File: src/rtl/eink_frame_sched.sv
// rtl/eink_frame_sched.sv - e-ink panel update frame scheduler
// Sequences power-up, per-frame start/wait/gap across phases, and power-down.
module eink_frame_sched #(
    parameter int CNT_W = 16
) (
    input  logic             clk,
    input  logic             rst,
    input  logic             req_valid,
    output logic             req_ready,
    input  logic [7:0]       req_frames,
    input  logic [3:0]       req_phases,
    input  logic [CNT_W-1:0] pwr_on_dly,
    input  logic [CNT_W-1:0] pwr_off_dly,
    input  logic [CNT_W-1:0] frame_gap,
    input  logic [CNT_W-1:0] frame_timeout,
    input  logic             abort,
    input  logic             frame_done,
    output logic             frame_fresh,
    output logic             pwr_en,
    output logic [3:0]       phase_idx,
    output logic [7:0]       frame_idx,
    output logic             busy,
    output logic             upd_done,
    output logic             err
);

    typedef enum logic [2:0] {
        IDLE, PWR_UP, START, WAIT_DONE, GAP, PWR_DOWN
    } state_e;

    state_e           state_q, state_d;
    logic [CNT_W-1:0] cnt_q, cnt_d;
    logic [CNT_W:0]   cnt_nx;
    logic [7:0]       frames_q, frames_d, frame_q, frame_d;
    logic [3:0]       phases_q, phases_d, phase_q, phase_d;
    logic [CNT_W-1:0] on_q, on_d, off_q, off_d, gap_q, gap_d, tmo_q, tmo_d;
    logic             err_q, err_d, upd_done_q, upd_done_d;
    logic             req_ready_q, busy_q, pwr_en_q, frame_fresh_q;

    // Cycle count including the current cycle; a zero delay still ends after one cycle.
    assign cnt_nx = {1'b0, cnt_q} + {{CNT_W{1'b0}}, 1'b1};

    always_comb begin
        state_d    = state_q;
        cnt_d      = (&cnt_q) ? cnt_q : cnt_q + 1'b1;
        frames_d   = frames_q;
        phases_d   = phases_q;
        frame_d    = frame_q;
        phase_d    = phase_q;
        on_d       = on_q;
        off_d      = off_q;
        gap_d      = gap_q;
        tmo_d      = tmo_q;
        err_d      = err_q;
        upd_done_d = 1'b0;
        case (state_q)
            IDLE: begin
                cnt_d = '0;
                if (req_valid) begin
                    frames_d = req_frames;
                    phases_d = req_phases;
                    on_d     = pwr_on_dly;
                    off_d    = pwr_off_dly;
                    gap_d    = frame_gap;
                    tmo_d    = frame_timeout;
                    err_d    = 1'b0;
                    if (req_frames == 8'd0 || req_phases == 4'd0) begin
                        upd_done_d = 1'b1;
                    end else begin
                        frame_d = 8'd0;
                        phase_d = 4'd0;
                        state_d = PWR_UP;
                    end
                end
            end
            PWR_UP: begin
                if (abort)                          state_d = PWR_DOWN;
                else if (cnt_nx >= {1'b0, on_q})    state_d = START;
            end
            START: begin
                state_d = abort ? PWR_DOWN : WAIT_DONE;
            end
            WAIT_DONE: begin
                // Priority: abort, then frame_done, then watchdog expiry.
                if (abort) begin
                    state_d = PWR_DOWN;
                end else if (frame_done) begin
                    state_d = GAP;
                end else if (tmo_q != '0 && cnt_nx >= {1'b0, tmo_q}) begin
                    err_d   = 1'b1;
                    state_d = PWR_DOWN;
                end
            end
            GAP: begin
                if (abort) begin
                    state_d = PWR_DOWN;
                end else if (cnt_nx >= {1'b0, gap_q}) begin
                    if (frame_q != frames_q - 8'd1) begin
                        frame_d = frame_q + 8'd1;
                        state_d = START;
                    end else if (phase_q != phases_q - 4'd1) begin
                        frame_d = 8'd0;
                        phase_d = phase_q + 4'd1;
                        state_d = START;
                    end else begin
                        state_d = PWR_DOWN;
                    end
                end
            end
            PWR_DOWN: begin
                if (cnt_nx >= {1'b0, off_q}) begin
                    state_d    = IDLE;
                    upd_done_d = 1'b1;
                end
            end
            default: state_d = IDLE;
        endcase
        if (state_d != state_q) cnt_d = '0;
    end

    always_ff @(posedge clk or negedge rst) begin
        if (!rst) begin
            state_q       <= IDLE;
            cnt_q         <= '0;
            frames_q      <= '0;
            phases_q      <= '0;
            frame_q       <= '0;
            phase_q       <= '0;
            on_q          <= '0;
            off_q         <= '0;
            gap_q         <= '0;
            tmo_q         <= '0;
            err_q         <= 1'b0;
            upd_done_q    <= 1'b0;
            req_ready_q   <= 1'b1;
            busy_q        <= 1'b0;
            pwr_en_q      <= 1'b0;
            frame_fresh_q <= 1'b0;
        end else begin
            state_q       <= state_d;
            cnt_q         <= cnt_d;
            frames_q      <= frames_d;
            phases_q      <= phases_d;
            frame_q       <= frame_d;
            phase_q       <= phase_d;
            on_q          <= on_d;
            off_q         <= off_d;
            gap_q         <= gap_d;
            tmo_q         <= tmo_d;
            err_q         <= err_d;
            upd_done_q    <= upd_done_d;
            req_ready_q   <= (state_d == IDLE);
            busy_q        <= (state_d != IDLE);
            pwr_en_q      <= (state_d == PWR_UP) || (state_d == START) ||
                             (state_d == WAIT_DONE) || (state_d == GAP);
            frame_fresh_q <= (state_d == START);
        end
    end

    assign req_ready   = req_ready_q;
    assign busy        = busy_q;
    assign pwr_en      = pwr_en_q;
    assign frame_fresh = frame_fresh_q;
    assign upd_done    = upd_done_q;
    assign err         = err_q;
    assign phase_idx   = phase_q;
    assign frame_idx   = frame_q;

endmodule

File: config.mk
export PLATFORM = sky130hd
export DESIGN_NAME = eink_frame_sched
export DESIGN_NICKNAME = d
export VERILOG_FILES = /design/src/rtl/eink_frame_sched.sv
export SDC_FILE = /design/constraint.sdc
export NUM_CORES = 1
export LEC_CHECK = 0
export ABC_AREA = 1
export CELL_PAD_IN_SITES_DETAIL_PLACEMENT = 1
export CELL_PAD_IN_SITES_GLOBAL_PLACEMENT = 2
export CORE_ASPECT_RATIO = 1.5
export CORE_MARGIN = 2
export CORE_UTILIZATION = 34
export CTS_CLUSTER_SIZE = 16
export DETAILED_ROUTE_END_ITERATION = 10
export DONT_BUFFER_PORTS = 1
export PLACE_DENSITY = 0.73
export RECOVER_POWER = 100
export SLEW_MARGIN = 10
export SYNTH_ARGS = -nofsm -noshare
export SYNTH_HDL_FRONTEND = slang
export SYNTH_SLANG_ARGS = --single-unit
File: constraint.sdc
create_clock -name clk -period 3.3 [get_ports clk]
set_input_delay 0.495 -clock clk [delete_from_list [all_inputs] [get_ports clk]]
set_output_delay 0.495 -clock clk [all_outputs]
set_load 0.02 [all_outputs]
# After elaboration in Yosys (flattened, before gate mapping)
# Index checks and enable logic that the tools add are counted.
# word_totals
regBits	113
input_bits	81
output_inout_bits	18
word_cells	107
# classes
n_addsub	6
order_cmp	4
n_eq_ne	23
muxes	40
reduce_logical	18
# ops
operator	count
$ge 17x16->1	4
$mux 16	3
$mux 8	6
$mux 3	13
$mux 4	6
$ne 2x2->1 const B	9
$pmux 3 s6	1
$add 16x1->17 const B	1
$add 16x1->16 const B	1
$pmux 8 s2	1
$reduce_and 16->1	1
$reduce_bool 16->1	1
$eq 3x2->1 const B	4
$eq 3x3->1 const B	3
$add 8x1->8 const B	1
$logic_not 8->1	1
$ne 8x8->1	1
$pmux 4 s2	1
$sub 8x1->8 const B	1
$mux 1	7
$reduce_and 7->1	1
$eq 3x1->1 const B	2
$logic_not 3->1	2
$reduce_and 6->1	1
14 further kinds	19

# Longest topological paths before layout
# depth
depth_word	11
mapped_depth	28
depth_no_buf	28

# Least setup slack after synthesis
# Ideal clock, no wire load.
# synth_timing
kind	reg2reg
startpoint	register cnt_q[0]
endpoint	register cnt_q[6]
setup_ns	0.080
arrival_ns	3.126
required_time_ns	3.220
setup_slack_ns	0.094
stages_incl_launch_ff	26
path_buffers	1
period_less_slack_ns	3.206
cell_sequence	dfrtp_1 > ha_1 > nand2_1 > nor2_1 > nand4_1 > nor2_1 > inv_1 > nor2_1 > xor2_1 > ha_1 > nand2_1 > nor2_1 > nand3_1 > nor2_1 > nor2_1 > nand3_1 > nand2_1 > nand2_1 > nand2_1 > inv_1 > nand2_1 > nand2_1 > a31oi_1 > nand3_2 > buf_6 > nor3_2
# synth_via
elab_chain_len	9
word_cells_on_any_way	22
cone_classes	add/sub (2); order compare (4); eq/ne (2); mux (12); reduce/logical (2)
# synth_rtl
item	line	text
from (decl)	32	logic [CNT_W-1:0] cnt_q, cnt_d;
from (signal assigned)	141	cnt_q <= cnt_d;
$add 16x1->17	41	assign cnt_nx = {1'b0, cnt_q} + {{CNT_W{1'b0}}, 1'b1};
$ge 17x16->1	89	end else if (tmo_q != '0 && cnt_nx >= {1'b0, tmo_q}) begin
$logic_and 1x1->1	89	
$mux 3	89	
$mux 3	87	end else if (frame_done) begin
$mux 3	85	if (abort) begin
$pmux 3 s6	56	case (state_q)
$ne 3x3->1	118	if (state_d != state_q) cnt_d = '0;
$ne 3x1->1 (no line) or $mux 16 (tied branches)	--	
# Several ways; a longest one is shown, not always the timed one. The select of a mux whose other input is x is not followed.
# A chain may end at the register's enable or synchronous reset.

# Worst setup path in the final report
# layout_timing
startpoint	register cnt_q[0]
endpoint	register cnt_q[12]
# layout_via
elab_chain_len	9
word_cells_on_any_way	22
cone_classes	add/sub (2); order compare (4); eq/ne (2); mux (12); reduce/logical (2)
# layout_rtl
item	line	text
$add 16x1->17 *	41	
$ge 17x16->1	89	
$logic_and 1x1->1	89	
$mux 3	89	
$mux 3	87	
$mux 3	85	
$pmux 3 s6 *	56	
net state_d[0]	31	state_e state_q, state_d;
$ne 3x3->1 *	118	
$ne 3x1->1 (no line) or $mux 16 (tied branches)	--	
# Mark *: on every way through the listed nets, which the timed path passes. The rest lies on a longest branch. The select of a mux whose other input is x is not followed.

==> impl_metrics.py <==
metrics = {
    "run_status": {
        "run_status": "complete, but fails checks",
        "failed_checks": "capacitance limit, slew limit, setup timing",
    },
    "floorplan": {
        "floorplan.die.width_microns": 123,
        "die_h_microns": 183,
        "core.rowCount": 65,
        "core_region_area_sq_mm": 0.0211,
        "start_util_pct": 34.6,
        "design.die.area_sq_mm": 0.0226,
        "pin_count": 99,
    },
    "grt": {
        "global_route.usage.total_pct": 21.7,
        "grt_start_max_net_pins": 148,
        "antenna_found_initial": 0,
        "global_route.overflow_total": 0,
        "first_global_vias": 6992,
        "grt_pass1_wl_mm": 36.5,
    },
    "yosys": {
        "synth_edf_count": 0,
        "yosys.cell_count.top_type": "sky130_fd_sc_hd__nand2_1",
        "post_synth.cell_area_avg_sq_um": 7.59,
        "yosys_most_used_dff": "sky130_fd_sc_hd__dfrtp_1",
        "ys_seq_area_share_pct": 38.9,
        "synth.cells.most_frequent": "248 x sky130_fd_sc_hd__nand2_1, 165 x sky130_fd_sc_hd__inv_1, 112 x sky130_fd_sc_hd__dfrtp_1, 84 x sky130_fd_sc_hd__o21ai_0, 69 x sky130_fd_sc_hd__ha_1",
        "syn_area_sq_mm": 0.00728,
        "net_count_of_the_mapped_netlist": 1109,
        "synth_cell_types": 42,
        "synth_async_sr_flop_share_pct": 100,
        "number_of_flip_flops_and_latches_in_the_synthesized_netlist": 113,
        "synth_area_leaders": "sky130_fd_sc_hd__dfrtp_1 39%, sky130_fd_sc_hd__nand2_1 13%, sky130_fd_sc_hd__ha_1 12%",
        "synthCells": 959,
        "synth_top_area_cell": "sky130_fd_sc_hd__dfrtp_1",
        "ys.warnings.count": 0,
        "synth_top_cell_area_share_pct": 38.5,
    },
    "clocking": {
        "cts.path.max_buffers": 2,
        "clock_insertion_delay_worst_skew_ns": 0.43,
        "cts_made_buffers": 17,
        "clock_tree_from_tritoncts": "built",
        "cts_root_buffer": "sky130_fd_sc_hd__clkbuf_16",
        "clk_transition_reported_paths_ns": 0.06,
        "cts-htree-levels": 4,
        "clkSinkCount": 113,
    },
    "place": {
        "placement.io_buffers": 0,
        "routabilityCongestion": 0.840,
        "pre_cts_slack_ns": -0.317,
        "dp_hpwl_mm": 17.1,
    },
    "timing": {
        "final_max_slew_viol_count": 114,
        "timing_worst_slew_pin_value_ns": 2.90,
        "timing.hold.ws_ns": 0.188,
        "period_minus_slack_ns": 3.41,
        "setup_viol": 18,
        "totalNegativeSetupSlack_ns": -1.50,
        "post_route_fraction_of_the_period_consumed_by_the_critical_path_pct": 103,
        "skew_ns": 0.0123,
        "fmax_ghz": 0.293,
        "timing.slew.headroom_pct": -93.5,
        "worst_setup_slack_final_ns": -0.108,
        "grt_setup_unrepaired": "yes",
        "finalHoldViolCount": 0,
    },
    "power": {
        "power.total_mw": 7.69,
        "power.static_leakage_nw": 4.70,
        "max-vdd-ir-drop_mv": 0.403,
        "p_per_area_mw_per_mm2": 811,
    },
    "drt": {
        "routed-via-count": 6490,
        "detail_route.vias_per_cell": 4.93,
        "postRouteAntennaNets": 0,
        "wire_per_inst_microns": 17.8,
        "first_iter_violations": 204,
        "route.detailed.drc": 0,
        "postRouteWirelength_mm": 23.4,
        "detail_route.first_pass.iterations": 4,
    },
    "worst_setup_path": {
        "worstRegToRegCells": 26,
        "timing.critical_path.max_delay_family": "simple AND/OR/NAND/NOR gates",
        "cp_num_buf_inv": 5,
        "worstSetupEndpointType": "flop",
        "crit_start": "cnt_q[0]",
        "worstSetupPathDepth": 26,
        "setup_slack_on_the_worst_flop_to_flop_path_ns": -0.11,
        "endpoint": "cnt_q[12]",
        "critPathKind": "reg2reg",
        "regToRegStartpoint": "cnt_q[0]",
        "arrival_ns": 3.75,
        "timing.critical_path.fanout_max": 8,
        "startpoint_kind_of_the_worst_setup_timing_path": "flop",
        "critPathMaxStageDelay_ns": 0.36,
        "critical_path.most_common_cell": "sky130_fd_sc_hd__nand2_1",
        "endpoint_of_the_most_critical_register_to_register_path": "cnt_q[12]",
        "required_ns": 3.65,
        "crit_path_top_delay_cell": "sky130_fd_sc_hd__dfrtp_1",
    },
    "finish": {
        "num-nets-final": 1186,
        "finalCoreUtilization_pct": 45.0,
        "antenna_cells": 0,
        "drive_above_1_share_pct": 24.4,
        "flow.area_growth_from_synthesis_pct": 30.3,
    },
    "hold_path": {
        "min_path_type": "in2reg",
    },
    "flow_run": {
        "drv_cap": 1,
    },
}
==> worst min-delay path by stage <==
stage | startpoint | endpoint | slack [ns] | cells past startpoint
after global placement | rst | frames_q[3] | 0.20 | 0
after CTS | rst | frames_q[3] | 0.05 | 1
after detailed placement | rst | frames_q[3] | 0.20 | 0
after floorplan | rst | busy | 0.20 | 0
after global routing | req_phases[3] | phases_q[3] | 0.19 | 2
final | frame_gap[11] | gap_q[11] | 0.19 | 2
==> cells by family after synthesis <==
kind of cell / Yosys count / synth area share [%]
DFF: 113 / 38.9
buffers and inverters: 195 / 10.3
and+or+nand+nor: 424 / 26.1
adders and majority gates: 69 / 11.9
xor gates and xnor gates: 24 / 3.08
muxes: 1 / 0.138
AOI/OAI and AO/OA: 133 / 9.68
==> registers in the layout, summed over array words and instances (netlist names) <==
signal and flops:
cnt_q 16, gap_q 16, off_q 16, on_q 16
tmo_q 16, frame_idx 8, frames_q 8, phase_idx 4
phases_q 4, state_q 3, busy 1, err 1
frame_fresh 1, pwr_en 1, req_ready 1, upd_done 1
==> placed cells by master (no fill, tap or decap), types with 10 or more instances in the layout <==
cell / count
sky130_fd_sc_hd__a21oi_1: 23
sky130_fd_sc_hd__inv_1: 155
sky130_fd_sc_hd__xor2_1: 11
sky130_fd_sc_hd__nor2_4: 16
sky130_fd_sc_hd__inv_2: 17
sky130_fd_sc_hd__o21ai_0: 80
sky130_fd_sc_hd__nand2_1: 224
sky130_fd_sc_hd__clkbuf_16: 17
sky130_fd_sc_hd__nor2_2: 12
sky130_fd_sc_hd__ha_1: 54
sky130_fd_sc_hd__nor3_2: 14
sky130_fd_sc_hd__buf_6: 10
sky130_fd_sc_hd__dfrtp_1: 112
sky130_fd_sc_hd__nand3_1: 29
sky130_fd_sc_hd__nand2_2: 24
sky130_fd_sc_hd__nor2_1: 36
sky130_fd_sc_hd__buf_4: 63
sky130_fd_sc_hd__nand4_1: 20
sky130_fd_sc_hd__ha_4: 14
==> power breakdown <==
part,switching [mW],internal (mW)
combinational,2.09,1.39
sequential,0.382,1.93
clock,0.670,1.24
==> metrics by stage <==
stage | instances | cell area (sq um)
after CTS | 1310 | 9180
after global placement | 1267 | 8020
final | 1317 | 9490
after floorplan | 959 | 7280
after global routing | 1317 | 9490
after detailed placement | 1267 | 8020
==> repair_timing <==
item | CTS | global route
hold buffers | 1 | 0
endpoints found under the hold margin | 113 | 0
cloned | 2 | 1
endpoints found under the setup margin | 33 | 35
pin swaps | 40 | 39
buffers inserted | 9 | 7
gates resized for setup | 83 | 73
==> worst reg2reg max path, cell delays in order (launching register included) <==
cell	delay (ns)
sky130_fd_sc_hd__dfrtp_1	0.36
sky130_fd_sc_hd__ha_2	0.19
sky130_fd_sc_hd__nand2_2	0.07
sky130_fd_sc_hd__nor2_4	0.12
sky130_fd_sc_hd__nand4_1	0.15
sky130_fd_sc_hd__nor2_2	0.19
sky130_fd_sc_hd__buf_6	0.14
sky130_fd_sc_hd__xnor2_4	0.12
sky130_fd_sc_hd__inv_4	0.09
sky130_fd_sc_hd__ha_4	0.29
sky130_fd_sc_hd__nand2_4	0.06
sky130_fd_sc_hd__nor2_4	0.14
sky130_fd_sc_hd__inv_2	0.06
sky130_fd_sc_hd__nor2_4	0.11
sky130_fd_sc_hd__nand2_1	0.06
sky130_fd_sc_hd__nand2_1	0.06
sky130_fd_sc_hd__nand2_1	0.06
sky130_fd_sc_hd__nand2_2	0.12
sky130_fd_sc_hd__nand2_4	0.08
sky130_fd_sc_hd__nand3_2	0.07
sky130_fd_sc_hd__nand3_2	0.07
sky130_fd_sc_hd__nand2_1	0.10
sky130_fd_sc_hd__nand3_2	0.13
sky130_fd_sc_hd__nand2_2	0.12
sky130_fd_sc_hd__inv_4	0.06
sky130_fd_sc_hd__buf_16	0.15
sky130_fd_sc_hd__nor3_4	0.16
==> per-layer routing <==
metal / track usage [%] / up-vias / wire length [microns]
met4: 8.18 / 0 / 663
met2: 40.1 / 104 / 12600
met3: 3.79 / 28 / 813
met1: 24.2 / 3142 / 9330
li1: - / 3216 / -
met5: 0 / - / 0
==> layout make-up <==
| class | instances | area [sq um] |
|---|---|---|
| clock buffers | 22 | 474 |
| repair buffers | 79 | 693 |
| well taps | 268 | 335 |
| flip-flops and latches | 113 | 2830 |
| fillers | 2533 | 11600 |
| clock inverters | 10 | 133 |
| inverters | 174 | 658 |
| multi-input cells | 651 | 4370 |
No activity file was read; power rests on OpenSTA's default activity.
